`config.mk`:
```
export PLATFORM = sky130hd
export DESIGN_NAME = adder
export DESIGN_NICKNAME = d
export VERILOG_FILES = /design/src/rtl/adder_pkg.sv /design/src/rtl/adder_core.sv /design/src/rtl/adder.sv
export SDC_FILE = /design/constraint.sdc
export NUM_CORES = 1
export LEC_CHECK = 0
export ABC_CLOCK_PERIOD_IN_PS = 2500
export CORE_MARGIN = 2
export CORE_UTILIZATION = 55
export DETAILED_ROUTE_END_ITERATION = 10
export DONT_BUFFER_PORTS = 1
export HOLD_SLACK_MARGIN = 0.03
export PLACE_DENSITY = 0.84
export SLEW_MARGIN = 20
export SYNTH_ARGS = -nofsm -noshare
export SYNTH_HDL_FRONTEND = slang
export SYNTH_SLANG_ARGS = --single-unit
```
`constraint.sdc`:
```
create_clock -name s2_axi_aclk -period 2.5 [get_ports s2_axi_aclk]
set_input_delay 0.375 -clock s2_axi_aclk [delete_from_list [all_inputs] [get_ports s2_axi_aclk]]
set_output_delay 0.375 -clock s2_axi_aclk [all_outputs]
set_load 0.05 [all_outputs]
```
`src/rtl/adder_pkg.sv`:
```
// ----------------------------------------------------------------------------
// adder_pkg
// Shared definitions for the AXI4-Lite adder block:
//   - byte offsets of the four registers and their word indices (addr[3:2])
//   - AXI response codes
//   - bit positions inside the STATUS register
// No ports; imported by adder and adder_core.
// ----------------------------------------------------------------------------
package adder_pkg;

    // Register byte offsets
    localparam logic [3:0] OFFS_OPA    = 4'h0;
    localparam logic [3:0] OFFS_OPB    = 4'h4;
    localparam logic [3:0] OFFS_SUM    = 4'h8;
    localparam logic [3:0] OFFS_STATUS = 4'hC;

    // Word indices used by the decoder (offset bits [3:2])
    localparam logic [1:0] IDX_OPA    = OFFS_OPA[3:2];
    localparam logic [1:0] IDX_OPB    = OFFS_OPB[3:2];
    localparam logic [1:0] IDX_SUM    = OFFS_SUM[3:2];
    localparam logic [1:0] IDX_STATUS = OFFS_STATUS[3:2];

    // AXI response codes
    localparam logic [1:0] RESP_OKAY   = 2'b00;
    localparam logic [1:0] RESP_SLVERR = 2'b10;

    // STATUS register bit positions
    localparam int STATUS_CARRY_BIT = 0;
    localparam int STATUS_OVF_BIT   = 1;

endpackage : adder_pkg

```
`src/rtl/adder_core.sv`:
```
// ----------------------------------------------------------------------------
// adder_core
// Purely combinational datapath: sum of the two operands, wrapping modulo
// 2^WIDTH, plus unsigned carry-out and two's-complement overflow.
// Carry/overflow are only built when ADDER_STATUS_EN is defined; otherwise
// they are tied to 0.
// Ports:
//   opa, opb  in  [WIDTH-1:0]  operands
//   sum       out [WIDTH-1:0]  (opa + opb) mod 2^WIDTH
//   carry     out 1            unsigned carry-out of the addition
//   overflow  out 1            signed overflow of the addition
// ----------------------------------------------------------------------------
module adder_core #(
    parameter int WIDTH = 32
) (
    input  logic [WIDTH-1:0] opa,
    input  logic [WIDTH-1:0] opb,
    output logic [WIDTH-1:0] sum,
    output logic             carry,
    output logic             overflow
);

`ifdef ADDER_STATUS_EN
    logic [WIDTH:0] full_sum;

    assign full_sum = {1'b0, opa} + {1'b0, opb};
    assign sum      = full_sum[WIDTH-1:0];
    assign carry    = full_sum[WIDTH];
    // Signed overflow: operands share a sign and the result's sign differs.
    assign overflow = (opa[WIDTH-1] == opb[WIDTH-1]) &&
                      (sum[WIDTH-1] != opa[WIDTH-1]);
`else
    assign sum      = opa + opb;
    assign carry    = 1'b0;
    assign overflow = 1'b0;
`endif

endmodule : adder_core

```
`src/rtl/adder.sv`:
```
// ----------------------------------------------------------------------------
// adder
// AXI4-Lite slave exposing a 32-bit adder:
//   0x00 OPA (RW), 0x04 OPB (RW), 0x08 SUM (RO), 0x0C STATUS (RO)
// STATUS carries carry-out (bit0) and signed overflow (bit1) only when the
// macro ADDER_STATUS_EN is defined; otherwise it reads as 0.
// Addresses with any bit above [3] set are unmapped: writes are dropped,
// reads return 0. All responses are OKAY.
// Ports (AXI4-Lite slave, prefix s2_axi_):
//   aclk, aresetn (async, active-low)
//   aw: awaddr/awvalid/awready   w: wdata/wstrb/wvalid/wready
//   b:  bresp/bvalid/bready      ar: araddr/arvalid/arready
//   r:  rdata/rresp/rvalid/rready
// ----------------------------------------------------------------------------
module adder
    import adder_pkg::*;
#(
    parameter int DATA_WIDTH = 32,
    parameter int ADDR_WIDTH = 8
) (
    input  logic                      s2_axi_aclk,
    input  logic                      s2_axi_aresetn,
    input  logic [ADDR_WIDTH-1:0]     s2_axi_awaddr,
    input  logic                      s2_axi_awvalid,
    output logic                      s2_axi_awready,
    input  logic [DATA_WIDTH-1:0]     s2_axi_wdata,
    input  logic [DATA_WIDTH/8-1:0]   s2_axi_wstrb,
    input  logic                      s2_axi_wvalid,
    output logic                      s2_axi_wready,
    output logic [1:0]                s2_axi_bresp,
    output logic                      s2_axi_bvalid,
    input  logic                      s2_axi_bready,
    input  logic [ADDR_WIDTH-1:0]     s2_axi_araddr,
    input  logic                      s2_axi_arvalid,
    output logic                      s2_axi_arready,
    output logic [DATA_WIDTH-1:0]     s2_axi_rdata,
    output logic [1:0]                s2_axi_rresp,
    output logic                      s2_axi_rvalid,
    input  logic                      s2_axi_rready
);

    logic [DATA_WIDTH-1:0] opa;
    logic [DATA_WIDTH-1:0] opb;
    logic [DATA_WIDTH-1:0] sum_val;
    logic [DATA_WIDTH-1:0] status_val;
    logic [DATA_WIDTH-1:0] rd_value;
    logic                  carry;
    logic                  overflow;
    logic                  aw_w_ready;
    logic                  wr_en;
    logic                  rd_en;
    logic                  aw_mapped;
    logic                  ar_mapped;
    logic                  unused_addr_bits;

    // Registers are word-aligned; byte-offset bits carry no information.
    assign unused_addr_bits = &{1'b0, s2_axi_awaddr[1:0], s2_axi_araddr[1:0]};

    assign aw_mapped = (s2_axi_awaddr[ADDR_WIDTH-1:4] == '0);
    assign ar_mapped = (s2_axi_araddr[ADDR_WIDTH-1:4] == '0);

    // AW and W are accepted together, so one register drives both readies.
    assign s2_axi_awready = aw_w_ready;
    assign s2_axi_wready  = aw_w_ready;
    assign wr_en          = aw_w_ready && s2_axi_awvalid && s2_axi_wvalid;
    assign rd_en          = s2_axi_arready && s2_axi_arvalid;

    assign s2_axi_bresp = RESP_OKAY;
    assign s2_axi_rresp = RESP_OKAY;

    adder_core #(
        .WIDTH (DATA_WIDTH)
    ) u_core (
        .opa      (opa),
        .opb      (opb),
        .sum      (sum_val),
        .carry    (carry),
        .overflow (overflow)
    );

    // NOTE: every signal assigned in an always_comb gets a default first, so
    // no path leaves it unassigned and no latch is inferred.
    always_comb begin
        status_val                   = '0;
        status_val[STATUS_CARRY_BIT] = carry;
        status_val[STATUS_OVF_BIT]   = overflow;
    end

    always_comb begin
        rd_value = '0;
        if (ar_mapped) begin
            case (s2_axi_araddr[3:2])
                IDX_OPA:    rd_value = opa;
                IDX_OPB:    rd_value = opb;
                IDX_SUM:    rd_value = sum_val;
                IDX_STATUS: rd_value = status_val;
            endcase
        end
    end

    // Handshake and response channels. Readies are registered one-cycle
    // pulses so they are low during reset regardless of the valids.
    // NOTE: state is updated with non-blocking assignments only; a read that
    // is accepted on the same edge as a write therefore captures the old value.
    always_ff @(posedge s2_axi_aclk or negedge s2_axi_aresetn) begin
        if (!s2_axi_aresetn) begin
            aw_w_ready     <= 1'b0;
            s2_axi_bvalid  <= 1'b0;
            s2_axi_arready <= 1'b0;
            s2_axi_rvalid  <= 1'b0;
            s2_axi_rdata   <= '0;
        end else begin
            aw_w_ready <= !aw_w_ready && s2_axi_awvalid && s2_axi_wvalid &&
                          !s2_axi_bvalid;

            if (wr_en) begin
                s2_axi_bvalid <= 1'b1;
            end else if (s2_axi_bready) begin
                s2_axi_bvalid <= 1'b0;
            end

            s2_axi_arready <= !s2_axi_arready && s2_axi_arvalid &&
                              !s2_axi_rvalid;

            if (rd_en) begin
                s2_axi_rvalid <= 1'b1;
                s2_axi_rdata  <= rd_value;
            end else if (s2_axi_rready) begin
                s2_axi_rvalid <= 1'b0;
            end
        end
    end

    // Operand registers with per-byte strobes; SUM/STATUS/unmapped are dropped.
    always_ff @(posedge s2_axi_aclk or negedge s2_axi_aresetn) begin
        if (!s2_axi_aresetn) begin
            opa <= '0;
            opb <= '0;
        end else if (wr_en && aw_mapped) begin
            for (int b = 0; b < DATA_WIDTH / 8; b++) begin
                if (s2_axi_wstrb[b]) begin
                    if (s2_axi_awaddr[3:2] == IDX_OPA) begin
                        opa[8*b +: 8] <= s2_axi_wdata[8*b +: 8];
                    end else if (s2_axi_awaddr[3:2] == IDX_OPB) begin
                        opb[8*b +: 8] <= s2_axi_wdata[8*b +: 8];
                    end
                end
            end
        end
    end

endmodule : adder

```
==> out/summary.txt <==
status = finished with violations
failing checks = negative hold slack, negative setup slack
CTS tree = yes
endpoints failing hold = 100
sequential share of the synthesized area = 0.4266
layout cell share with drive strength beyond 1 = 0.3705
width of the die = 107.3 um
Synth Area per Inst = 11.13 um^2
io pins = 100
Clock Power Share = 0.363
root buffer cell = clkbuf_8
vias = 4892
die height = 107.3 um
Final Setup Violations = 19
YS warnings = 0
Final WS setup = -254.4 ps
Final period util = 1.102
clock-pin slew on the worst setup and hold paths = 100 ps
P&R area growth vs syn = 21.97%
crit path capture type = register
CP required = 2720 ps
worst setup path start = opb[16]$_DFFE_PN0P_
Comb power frac = 0.057
leak pwr = 0.003563 uW
Initial Utilization = 0.5682
Primary FF master, synth = dfrtp_1
final net count = 696
#FFs+latches synth = 100
EDFF count, synth = 0
Worst slew margin = 0.3629
Worst Hold Slack = -327.3 ps
Cells after DPL = 706
antenna violations before repair = 0
Pre-antenna DRT Iters = 5
antenna viol nets, final = 0
via/cell ratio = 6.558
GRT overflow = 0
Sequential Power Share = 0.581
CP max FO = 5
Switch Pwr = 694.8 uW
ys async rst share = 1.000
Period minus WS final = 2754 ps
CP peak stage delay = 430 ps
Peak supply drop = 0.0002572 V
Worst-Margin Slew = 955.6 ps
cell internal pwr = 2173 uW
Num CTS Buffers = 9
CP Launch Type = register
dpl hpwl = 10110 um
DRT iter0 DRCs = 409
clock skew = 19.30 ps
Worst EP arrival = 2970 ps
min-delay worst type = in2async
Max Clock Freq = 0.3631 GHz
vias in the first global route = 5046
Core Region = 10320 um^2
CP Class = reg2reg
CTS sink cnt = 100
Clock Latency Late Sink = 380 ps
overall routing resource usage = 0.2831
sw frac = 0.2423
cell chain of the critical path = ha_4 > a211oi_4 > o21ai_2 > a221oi_4 > or2_4 > o311ai_4 > a211oi_2 > buf_4 > xor2_1 > o221ai_1
MaxCap Viol Count = 0
row cnt = 37
port bufs = 0
RSZ-0062 raised after global routing = yes
Longest Clk Path Bufs = 2
Crit-path slowest cell = dfrtp_1
Non-Filler Instances = 746
Clock H-tree levels = 3
first-pass GRT wire length = 25230 um
Synth Cell Area = 5866 um^2
drt wl/cell = 21.93 um
Power Density = 400.8 nW/um^2
# diodes = 0
DR DRC count = 0
Reg-to-Reg Start = opb[16]$_DFFE_PN0P_
Syn Inst Count = 527
Netlist cell types = 59
max-slew violation count = 0
largest net degree at the start of global routing = 101
final wirelength = 16360 um
full die area = 11510 um^2
routability cong. = 0.9325
pre-CTS setup slack = -312.6 ps
sequential cells by signal, indices dropped and copies added (netlist names):
name and cells:
s2_axi_arready 1, opa 32, opb 32, s2_axi_bvalid 1
s2_axi_rvalid 1, s2_axi_awready 1, s2_axi_rdata 32
timing repair:
action,4_1_cts,5_1_grt
endpoints found under the setup margin,20,23
hold endpoints to repair,100,100
pin swaps,35,35
resized for setup,36,36
setup buffers,17,12
critical path: cells and delay by family (launching register included):
kind | cells | cell delay, ps
AO/OA/AOI/OAI | 6 | 1330
XOR/XNOR | 1 | 160
adder cells (fa/ha/maj) | 1 | 290
buffers and inverters | 1 | 170
flip-flops | 1 | 430
AND/OR/NAND/NOR | 1 | 200
area by class of cell:
class	instances	area [um^2]
clock buffer	13	178.9
timing repair buffer	85	664.4
tap	136	170.2
clock inverter	3	18.77
sequential	100	2502
multi-input combinational	401	3590
fill	659	3169
inverter	8	30.03
power groups by stage:
stage / Sequential, uW / Clock (uW) / Combinational, uW
floorplan: 1710 / 0 / 118
global placement: 1700 / 0 / 144
detailed placement: 1700 / 0 / 148
CTS: 1670 / 1050 / 153
global route: 1670 / 1110 / 174
finish: 1670 / 1040 / 162
synthesized netlist by cell type, types with 4 or more instances:
master / instances / area, um^2
nor3b_1: 5 / 37.54
clkbuf_1: 15 / 56.30
a22o_1: 11 / 96.34
o221ai_1: 15 / 131.4
buf_4: 5 / 37.54
mux2_2: 64 / 720.7
a211oi_1: 7 / 52.55
ha_1: 31 / 387.9
xnor2_1: 12 / 105.1
a21oi_1: 25 / 125.1
mux2i_1: 33 / 330.3
inv_1: 8 / 30.03
nor3_1: 5 / 25.02
o21ai_0: 18 / 90.09
a21o_1: 15 / 112.6
nor2_1: 17 / 63.81
nand3_1: 6 / 30.03
nor2b_1: 5 / 31.28
nand2b_1: 6 / 37.54
nand2_1: 42 / 157.7
dfrtp_1: 100 / 2502
xor2_1: 13 / 113.9
o22ai_1: 11 / 68.82
a31o_2: 4 / 35.03
path summary, 6_finish.rpt:
| kind | end | slack (ps) | cells past startpoint |
|---|---|---|---|
| max reg2reg | s2_axi_rdata[27]$_DFFE_PN0P_ | -250 | 10 |
| max in group asynchronous | opa[22]$_DFFE_PN0P_ | 2650 | 0 |
| min | s2_axi_rdata[7]$_DFFE_PN0P_ | -330 | 0 |
| min reg2reg | opb[6]$_DFFE_PN0P_ | 550 | 1 |
| min in group s2_axi_aclk | s2_axi_bvalid$_DFFE_PN0P_ | 70 | 1 |
| max | s2_axi_rdata[27]$_DFFE_PN0P_ | -250 | 10 |
layer usage:
metal	vias to the layer above	GRT usage	wire, um	share of wire
met4	0	0.1308	678	0.041
li1	2138	-	-	-
met5	-	0	0	0
met3	53	0.07567	1435	0.088
met2	250	0.4724	8124	0.50
met1	2451	0.3420	6119	0.37
per-stage QoR:
step	total power [uW]	util	cell area, um^2	setup TNS, ps
2_1_floorplan	1823	-	5877	-128.3
3_3_place_gp	1839	0.6207	6407	-1273
3_5_place_dp	1845	0.6207	6407	-2567
4_1_cts	2869	0.6701	6918	-2587
5_1_grt	2949	0.6930	7154	-4139
6_report	2867	0.6930	7154	-2258
cell families (layout without fill, tap and decap cells):
| kind of cell | count (synthesis) | after routing | share of synthesized area |
|---|---|---|---|
| adders and majority gates | 32 | 32 | 0.06954 |
| xor gates and xnor gates | 25 | 25 | 0.03733 |
| muxes | 97 | 97 | 0.1792 |
| AOI/OAI and AO/OA | 136 | 136 | 0.1721 |
| other | 1 | 4 | 0.0006393 |
| and+or+nand+nor | 107 | 107 | 0.09279 |
| buffers and inverters | 29 | 109 | 0.02176 |
| DFF | 100 | 100 | 0.4266 |
placed cells by master, fill, tap and decap left out, types with 5 or more instances in the layout:
| cell type | n |
|---|---|
| mux2_2 | 64 |
| dfrtp_1 | 100 |
| nand2b_1 | 5 |
| ha_4 | 6 |
| buf_6 | 7 |
| a21oi_2 | 10 |
| nor3b_1 | 5 |
| nor3_1 | 5 |
| inv_1 | 6 |
| nor2_1 | 17 |
| o22ai_1 | 9 |
| o21ai_0 | 13 |
| buf_4 | 78 |
| nand2_1 | 41 |
| o221ai_1 | 14 |
| mux2i_1 | 33 |
| ha_1 | 23 |
| xor2_1 | 13 |
| clkbuf_8 | 13 |
| a22o_1 | 11 |
| nand3_1 | 6 |
| a21oi_1 | 14 |
| nor2b_1 | 5 |
| a21o_1 | 15 |
| xnor2_1 | 9 |
Note: power is estimated with default switching activity, not from simulation.
